## src/rtl/ascon_core_sequencer.sv

```systemverilog
// ascon_core_sequencer
// Control FSM that walks one ascon_core through an AEAD encrypt/decrypt
// (init, associated data, text, final) or a hash (init, message), taking
// 128-bit blocks from the host and returning per-block output and the tag.
// Every core-facing and host-facing output is a flop decoded from the next
// state, so all of them line up exactly with the registered FSM state.

module ascon_core_sequencer #(
   parameter int BLOCK_BYTES = 16,
   parameter int LEN_W       = 32
) (
   input  logic             clk,
   input  logic             rst,
   input  logic             start,
   input  logic [1:0]       op,
   input  logic [1:0]       sel_type_i,
   input  logic [LEN_W-1:0] ad_len,
   input  logic [LEN_W-1:0] text_len,
   input  logic             in_valid,
   output logic             in_ready,
   input  logic [127:0]     in_data,
   output logic             out_valid,
   output logic [127:0]     out_data,
   output logic             tag_valid,
   output logic [127:0]     tag_o,
   output logic             busy,
   output logic             done,
   output logic             err,
   output logic [1:0]       core_sel_type,
   output logic             core_mode_sel,
   output logic [LEN_W-1:0] core_data_length,
   output logic [LEN_W-1:0] core_data_position,
   output logic [127:0]     core_data_in,
   input  logic [127:0]     core_data_out,
   input  logic [127:0]     core_tag,
   output logic             core_en_init,
   output logic             core_en_ae_am,
   output logic             core_en_encrypt_decrypt,
   output logic             core_en_hash,
   output logic             core_en_final
);

   typedef enum logic [3:0] {
      IDLE, INIT, AD_WAIT, AD_RUN0, AD_RUN1,
      TX_WAIT, TX_RUN0, TX_RUN1, FINAL, DONE
   } state_t;

   localparam logic [1:0]       OP_HASH = 2'd2;
   localparam logic [1:0]       OP_ILL  = 2'd3;
   localparam logic [LEN_W-1:0] BLK_INC = LEN_W'(BLOCK_BYTES);
   localparam logic [LEN_W-1:0] ONE     = LEN_W'(1);

   // Number of blocks needed to cover len bytes (a partial block counts).
   function automatic logic [LEN_W-1:0] ceil_blocks(input logic [LEN_W-1:0] len);
      logic [LEN_W-1:0] whole;
      whole = len / BLK_INC;
      if ((len % BLK_INC) != '0) whole = whole + ONE;
      return whole;
   endfunction

   state_t           state_q, state_d;
   logic [1:0]       op_q, op_d;
   logic [LEN_W-1:0] ad_len_q, ad_len_d;
   logic [LEN_W-1:0] text_len_q, text_len_d;
   logic [LEN_W-1:0] blk_q, blk_d;
   logic [LEN_W-1:0] pos_q, pos_d;
   logic [LEN_W-1:0] len_q, len_d;
   logic [1:0]       sel_q, sel_d;
   logic             mode_q, mode_d;
   logic [127:0]     din_q, din_d;
   logic [127:0]     out_data_q, out_data_d;
   logic [127:0]     tag_q, tag_d;
   logic             out_valid_q, out_valid_d;
   logic             tag_valid_q, tag_valid_d;
   logic             in_ready_q, in_ready_d;
   logic             busy_q, busy_d;
   logic             done_q, done_d;
   logic             err_q, err_d;
   logic             en_init_q, en_init_d;
   logic             en_ae_q, en_ae_d;
   logic             en_ed_q, en_ed_d;
   logic             en_hash_q, en_hash_d;
   logic             en_final_q, en_final_d;
   logic             accept;

   // Next-state, datapath updates and next-cycle output decode.
   always_comb begin
      state_d     = state_q;
      op_d        = op_q;
      ad_len_d    = ad_len_q;
      text_len_d  = text_len_q;
      blk_d       = blk_q;
      pos_d       = pos_q;
      sel_d       = sel_q;
      mode_d      = mode_q;
      din_d       = din_q;
      out_data_d  = out_data_q;
      tag_d       = tag_q;
      tag_valid_d = tag_valid_q;
      out_valid_d = 1'b0;

      accept = start && (state_q == IDLE) && (op != OP_ILL);
      err_d  = start && !accept;

      case (state_q)
         IDLE: begin
            if (accept) begin
               state_d     = INIT;
               op_d        = op;
               sel_d       = sel_type_i;
               mode_d      = op[0];
               ad_len_d    = ad_len;
               text_len_d  = text_len;
               tag_valid_d = 1'b0;
            end
         end
         INIT: begin
            pos_d = '0;
            if (op_q == OP_HASH) begin
               state_d = TX_WAIT;
               blk_d   = (text_len_q == '0) ? ONE : ceil_blocks(text_len_q);
            end else if (ad_len_q != '0) begin
               state_d = AD_WAIT;
               blk_d   = ceil_blocks(ad_len_q);
            end else if (text_len_q != '0) begin
               state_d = TX_WAIT;
               blk_d   = ceil_blocks(text_len_q);
            end else begin
               state_d = FINAL;
            end
         end
         AD_WAIT: begin
            if (in_valid && in_ready_q) begin
               din_d   = in_data;
               state_d = AD_RUN0;
            end
         end
         AD_RUN0: state_d = AD_RUN1;
         AD_RUN1: begin
            pos_d = pos_q + BLK_INC;
            blk_d = blk_q - ONE;
            if (blk_q != ONE) begin
               state_d = AD_WAIT;
            end else if (text_len_q != '0) begin
               state_d = TX_WAIT;
               pos_d   = '0;
               blk_d   = ceil_blocks(text_len_q);
            end else begin
               state_d = FINAL;
            end
         end
         TX_WAIT: begin
            if (in_valid && in_ready_q) begin
               din_d   = in_data;
               state_d = TX_RUN0;
            end
         end
         TX_RUN0: state_d = TX_RUN1;
         TX_RUN1: begin
            out_data_d  = core_data_out;
            out_valid_d = 1'b1;
            pos_d       = pos_q + BLK_INC;
            blk_d       = blk_q - ONE;
            if (blk_q != ONE)           state_d = TX_WAIT;
            else if (op_q == OP_HASH)   state_d = DONE;
            else                        state_d = FINAL;
         end
         FINAL: begin
            tag_d   = core_tag;
            state_d = DONE;
         end
         DONE:    state_d = IDLE;
         default: state_d = IDLE;
      endcase

      in_ready_d = (state_d == AD_WAIT) || (state_d == TX_WAIT);
      busy_d     = (state_d != IDLE);
      done_d     = (state_d == DONE);
      en_init_d  = (state_d == INIT);
      en_ae_d    = (state_d == AD_RUN0) || (state_d == AD_RUN1);
      en_ed_d    = ((state_d == TX_RUN0) || (state_d == TX_RUN1)) && (op_q != OP_HASH);
      en_hash_d  = ((state_d == TX_RUN0) || (state_d == TX_RUN1)) && (op_q == OP_HASH);
      en_final_d = (state_d == FINAL);
      if ((state_d == DONE) && (op_q != OP_HASH)) tag_valid_d = 1'b1;

      // The AD phase reports ad_len; every other state reports text_len.
      // On the accepting cycle the latched copy is not written yet, so the
      // live input is used instead.
      if ((state_d == AD_WAIT) || (state_d == AD_RUN0) || (state_d == AD_RUN1))
         len_d = ad_len_q;
      else
         len_d = text_len_q;
      if (accept) len_d = text_len;
   end

   // State and output registers; reset clears everything and drops enables.
   always_ff @(posedge clk or posedge rst) begin
      if (rst) begin
         state_q     <= IDLE;
         op_q        <= '0;
         ad_len_q    <= '0;
         text_len_q  <= '0;
         blk_q       <= '0;
         pos_q       <= '0;
         len_q       <= '0;
         sel_q       <= '0;
         mode_q      <= 1'b0;
         din_q       <= '0;
         out_data_q  <= '0;
         tag_q       <= '0;
         out_valid_q <= 1'b0;
         tag_valid_q <= 1'b0;
         in_ready_q  <= 1'b0;
         busy_q      <= 1'b0;
         done_q      <= 1'b0;
         err_q       <= 1'b0;
         en_init_q   <= 1'b0;
         en_ae_q     <= 1'b0;
         en_ed_q     <= 1'b0;
         en_hash_q   <= 1'b0;
         en_final_q  <= 1'b0;
      end else begin
         state_q     <= state_d;
         op_q        <= op_d;
         ad_len_q    <= ad_len_d;
         text_len_q  <= text_len_d;
         blk_q       <= blk_d;
         pos_q       <= pos_d;
         len_q       <= len_d;
         sel_q       <= sel_d;
         mode_q      <= mode_d;
         din_q       <= din_d;
         out_data_q  <= out_data_d;
         tag_q       <= tag_d;
         out_valid_q <= out_valid_d;
         tag_valid_q <= tag_valid_d;
         in_ready_q  <= in_ready_d;
         busy_q      <= busy_d;
         done_q      <= done_d;
         err_q       <= err_d;
         en_init_q   <= en_init_d;
         en_ae_q     <= en_ae_d;
         en_ed_q     <= en_ed_d;
         en_hash_q   <= en_hash_d;
         en_final_q  <= en_final_d;
      end
   end

   assign in_ready                = in_ready_q;
   assign out_valid               = out_valid_q;
   assign out_data                = out_data_q;
   assign tag_valid               = tag_valid_q;
   assign tag_o                   = tag_q;
   assign busy                    = busy_q;
   assign done                    = done_q;
   assign err                     = err_q;
   assign core_sel_type           = sel_q;
   assign core_mode_sel           = mode_q;
   assign core_data_length        = len_q;
   assign core_data_position      = pos_q;
   assign core_data_in            = din_q;
   assign core_en_init            = en_init_q;
   assign core_en_ae_am           = en_ae_q;
   assign core_en_encrypt_decrypt = en_ed_q;
   assign core_en_hash            = en_hash_q;
   assign core_en_final           = en_final_q;

endmodule

```

## config.mk

```make
export PLATFORM = sky130hd
export DESIGN_NAME = ascon_core_sequencer
export DESIGN_NICKNAME = d
export VERILOG_FILES = /design/src/rtl/ascon_core_sequencer.sv
export SDC_FILE = /design/constraint.sdc
export NUM_CORES = 1
export LEC_CHECK = 0
export BUFFER_PORTS_ARGS = -buffer_cell sky130_fd_sc_hd__buf_4
export CAP_MARGIN = 20
export CORE_AREA = 3 3 353 355
export CTS_BUF_LIST = sky130_fd_sc_hd__clkbuf_8 sky130_fd_sc_hd__clkbuf_16
export DETAILED_ROUTE_END_ITERATION = 8
export DIE_AREA = 0 0 356 358
export PLACE_DENSITY = 0.39
export SYNTH_ARGS = -nofsm -noshare
export SYNTH_HDL_FRONTEND = slang
export SYNTH_SLANG_ARGS = --single-unit
```

## constraint.sdc

```tcl
create_clock -name clk -period 26.7 [get_ports clk]
set_input_delay 1.335 -clock clk [delete_from_list [all_inputs] [get_ports clk]]
set_output_delay 1.335 -clock clk [all_outputs]
set_load 0.05 [all_outputs]
```

==> flow_summary.toml <==
[route]
detail-route-antenna-nets = 0
drt_iter0_drc = 1187
wl_per_cell_um = 24.21
viasPerCell = 4.167
drc_errors = 0
routed_wl_mm = 115.3
num_vias = 19850
first_pass_iters = 7

[clock_tree]
clkSinkCount = 559
cts_tree = "built"
clk_path_buf_depth = 3
cts_resized = 0
numCtsBuffers = 75
clk_latency_ns = 0.64
htreeDepth = 3
ctsHoldBuffers = 0
clk_pin_slew_ns = 0.05
clockRootBuffer = "clkbuf_16"
cts_setup_buffers = 0

[worst_hold_path]
hold_path.class = "reg -> reg"

[layout]
syn_to_final_growth_pct = 47.52
nNetsFinal = 3534
nFillCells = 12980
seqCellArea_um2 = 13990
multi_input_area_um2 = 9081
postLayoutCellArea_um2 = 34840
drive_above_1_share_pct = 43.40

[sta]
worstMarginPinSlew_ns = 1.087
finalClockSkew_ns = 0.02611
fin_crit_ns = 4.797
fin_setup_tns_ns = 0
relSlewSlack_pct = 27.50
setup_violations = 0
fmax_ghz = 0.2085
hold_violations = 0
final_max_slew_viol_count = 0
setup_ws_ns = 21.90
period_share_pct = 17.97
rsz0062_at_grt = "false"

[die]
die_w_um = 356
core_area_um2 = 121700
start_util_pct = 19.40
std_cell_rows = 128
pin_count = 918
die_area_um2 = 127400
chipHeight_um = 358

[synth]
syn-cell-area_um2 = 23620
ys_seq_area_share_pct = 59.23
synth_cell_types = 66
syn_inst = 2174
synth-seq-cells = 559
syn_avg_cell_area_um2 = 10.86
synth_edf_count = 0
yosysWarnings = 0
async_reset_ff_share_pct = 100.0
synthFlopType = "dfrtp_1"

[global_route]
grt_max_degree = 129
grt_util_all_layers_pct = 17.31
grt_pass1_wl_mm = 158.7
antenna_found_initial = 18
grt_pass1_vias = 20330
grt_remaining_overflow = 0

[worst_setup_path]
critPathCaptureType = "flip-flop"
critPathMaxFanout = 73
path_class = "reg -> reg"
arrival_ns = 5.29
cp_data_required_time_ns = 27.20
critPathLaunchType = "flip-flop"

[power_and_ir_drop]
pwr-share-comb_pct = 46.4
vdd_drop_max_mv = 0.07325
powerDensity_nw_per_um2 = 129.9
total_leakage_power_nw = 17.22
pwr-share-clk_pct = 22.8
switching_share_pct = 47.41
intPower_mw = 2.380
p_sw_mw = 2.145
power_frac_seq_pct = 30.8

[placed_design]
placed_area_um2 = 32240
portBuffers = 913
dp_slack_ns = 21.56
gp_congestion = 0.8250
post-dp-hpwl_mm = 89.43

[run]
cap_violations = 0

[outcome]
status = "completed"
[worst max-delay path, stage by stage (launching register included)]
cell and delay [ns]:
dfrtp_1 0.59, nand4b_1 0.17, buf_4 0.69, buf_4 0.81, inv_4 0.58, nor2_1 0.45
a31o_2 0.75, o22ai_1 0.21, a211oi_1 0.25, o21ai_0 0.12
[Yosys cell counts (all sizes together) (5+ instances only)]
master	count	share of area, %
a32o	5	0.21
a211oi	6	0.19
o22ai	8	0.21
nand2	664	11
nand4	29	0.77
a22o	5	0.19
inv	15	0.24
nor2	81	1.3
ha	7	0.37
nand3	40	0.87
or3	6	0.18
buf	32	0.84
nor3	26	0.55
nor4	27	0.86
nor4b	6	0.22
and3	17	0.45
a31oi	5	0.20
nor2b	7	0.19
dfrtp	559	59
a21oi	32	0.69
o21ai	54	1.1
and2	8	0.21
xor2	37	1.4
mux2	257	12
or2	7	0.19
o211ai	37	1.3
xnor2	42	1.6
and4	10	0.37
clkbuf	91	1.4
[cell usage in the layout, fill, tap and decap left out, types with 8 or more instances in the layout]
master / n
a21oi_1: 31
and2_1: 8
and3_1: 17
and4_1: 10
buf_4: 935
clkbuf_16: 75
clkbuf_8: 19
clkinv_2: 15
dfrtp_1: 559
diode_2: 10
inv_1: 20
mux2_2: 257
nand2_1: 664
nand3_1: 39
nand4_1: 29
nor2_1: 80
nor3_1: 23
nor4_1: 23
o211ai_1: 32
o21ai_0: 54
o22ai_1: 8
xnor2_1: 42
xor2_1: 37
[flip-flops by register name (all words and copies together) (netlist names), 28 cells and up]
register	flops
core_data_length	32
blk_q	32
text_len_q	32
ad_len_q	32
core_data_in	128
core_data_position	28
tag_o	128
out_data	128
[per-stage QoR]
step / hold WS [ns] / cells / power [mW] / utilization (%)
after floorplan: 0.4373 / 2177 / 2.735 / -
after global placement: 0.4597 / 4616 / 3.529 / 26.49
after detailed placement: 0.4642 / 4616 / 3.525 / 26.49
after CTS: 0.4780 / 4749 / 4.590 / 28.58
after global routing: 0.4933 / 4759 / 4.772 / 28.62
final: 0.4729 / 4762 / 4.525 / 28.62
[final timing paths]
check	from	endpoint	slack, ns	depth (start not counted)
max	state_q[3]	blk_q[3]	21.90	9
min	out_data[19]	out_data[19]	0.47	2
max reg2reg	state_q[3]	blk_q[3]	21.90	9
min reg2reg	out_data[19]	out_data[19]	0.47	2
max in group asynchronous	rst	out_data[121]	23.07	5
min in group asynchronous	rst	tag_o[107]	0.76	2
[metal layers]
layer / track usage [%] / up-vias / wire length (um)
met2: 27.65 / 671 / 54060
met3: 5.757 / 116 / 9372
li1: - / 9182 / -
met1: 22.35 / 9870 / 49550
met4: 4.681 / 6 / 2259
met5: 0 / - / 41
[power groups by stage]
stage	Combinational, mW	Sequential, mW	Clock (mW)
2_1_floorplan	0.615	2.12	0
3_3_place_gp	2.12	1.40	0
3_5_place_dp	2.12	1.41	0
4_1_cts	2.12	1.40	1.07
5_1_grt	2.23	1.44	1.11
6_report	2.10	1.40	1.03
[cell families after synthesis]
| logic type | after synthesis | synth area share (%) |
|---|---|---|
| AOI/OAI and AO/OA | 184 | 5.261 |
| xor gates and xnor gates | 79 | 2.930 |
| adders and majority gates | 7 | 0.3708 |
| buffers and inverters | 138 | 2.527 |
| DFF | 559 | 59.23 |
| muxes | 259 | 12.34 |
| other | 1 | 0.01588 |
| and+or+nand+nor | 947 | 17.32 |
[cell type report]
| type | instances | share of cell area [%] |
|---|---|---|
| Antenna cell | 10 | 0.07183 |
| Clock buffer | 94 | 6.138 |
| Clock inverter | 39 | 1.167 |
| Inverter | 15 | 0.1903 |
| Multi-Input combinational cell | 1480 | 26.07 |
| Sequential cell | 559 | 40.15 |
| Tap cell | 1625 | 5.836 |
| Timing Repair Buffer | 940 | 20.38 |
(Power assumes the default switching activity.)
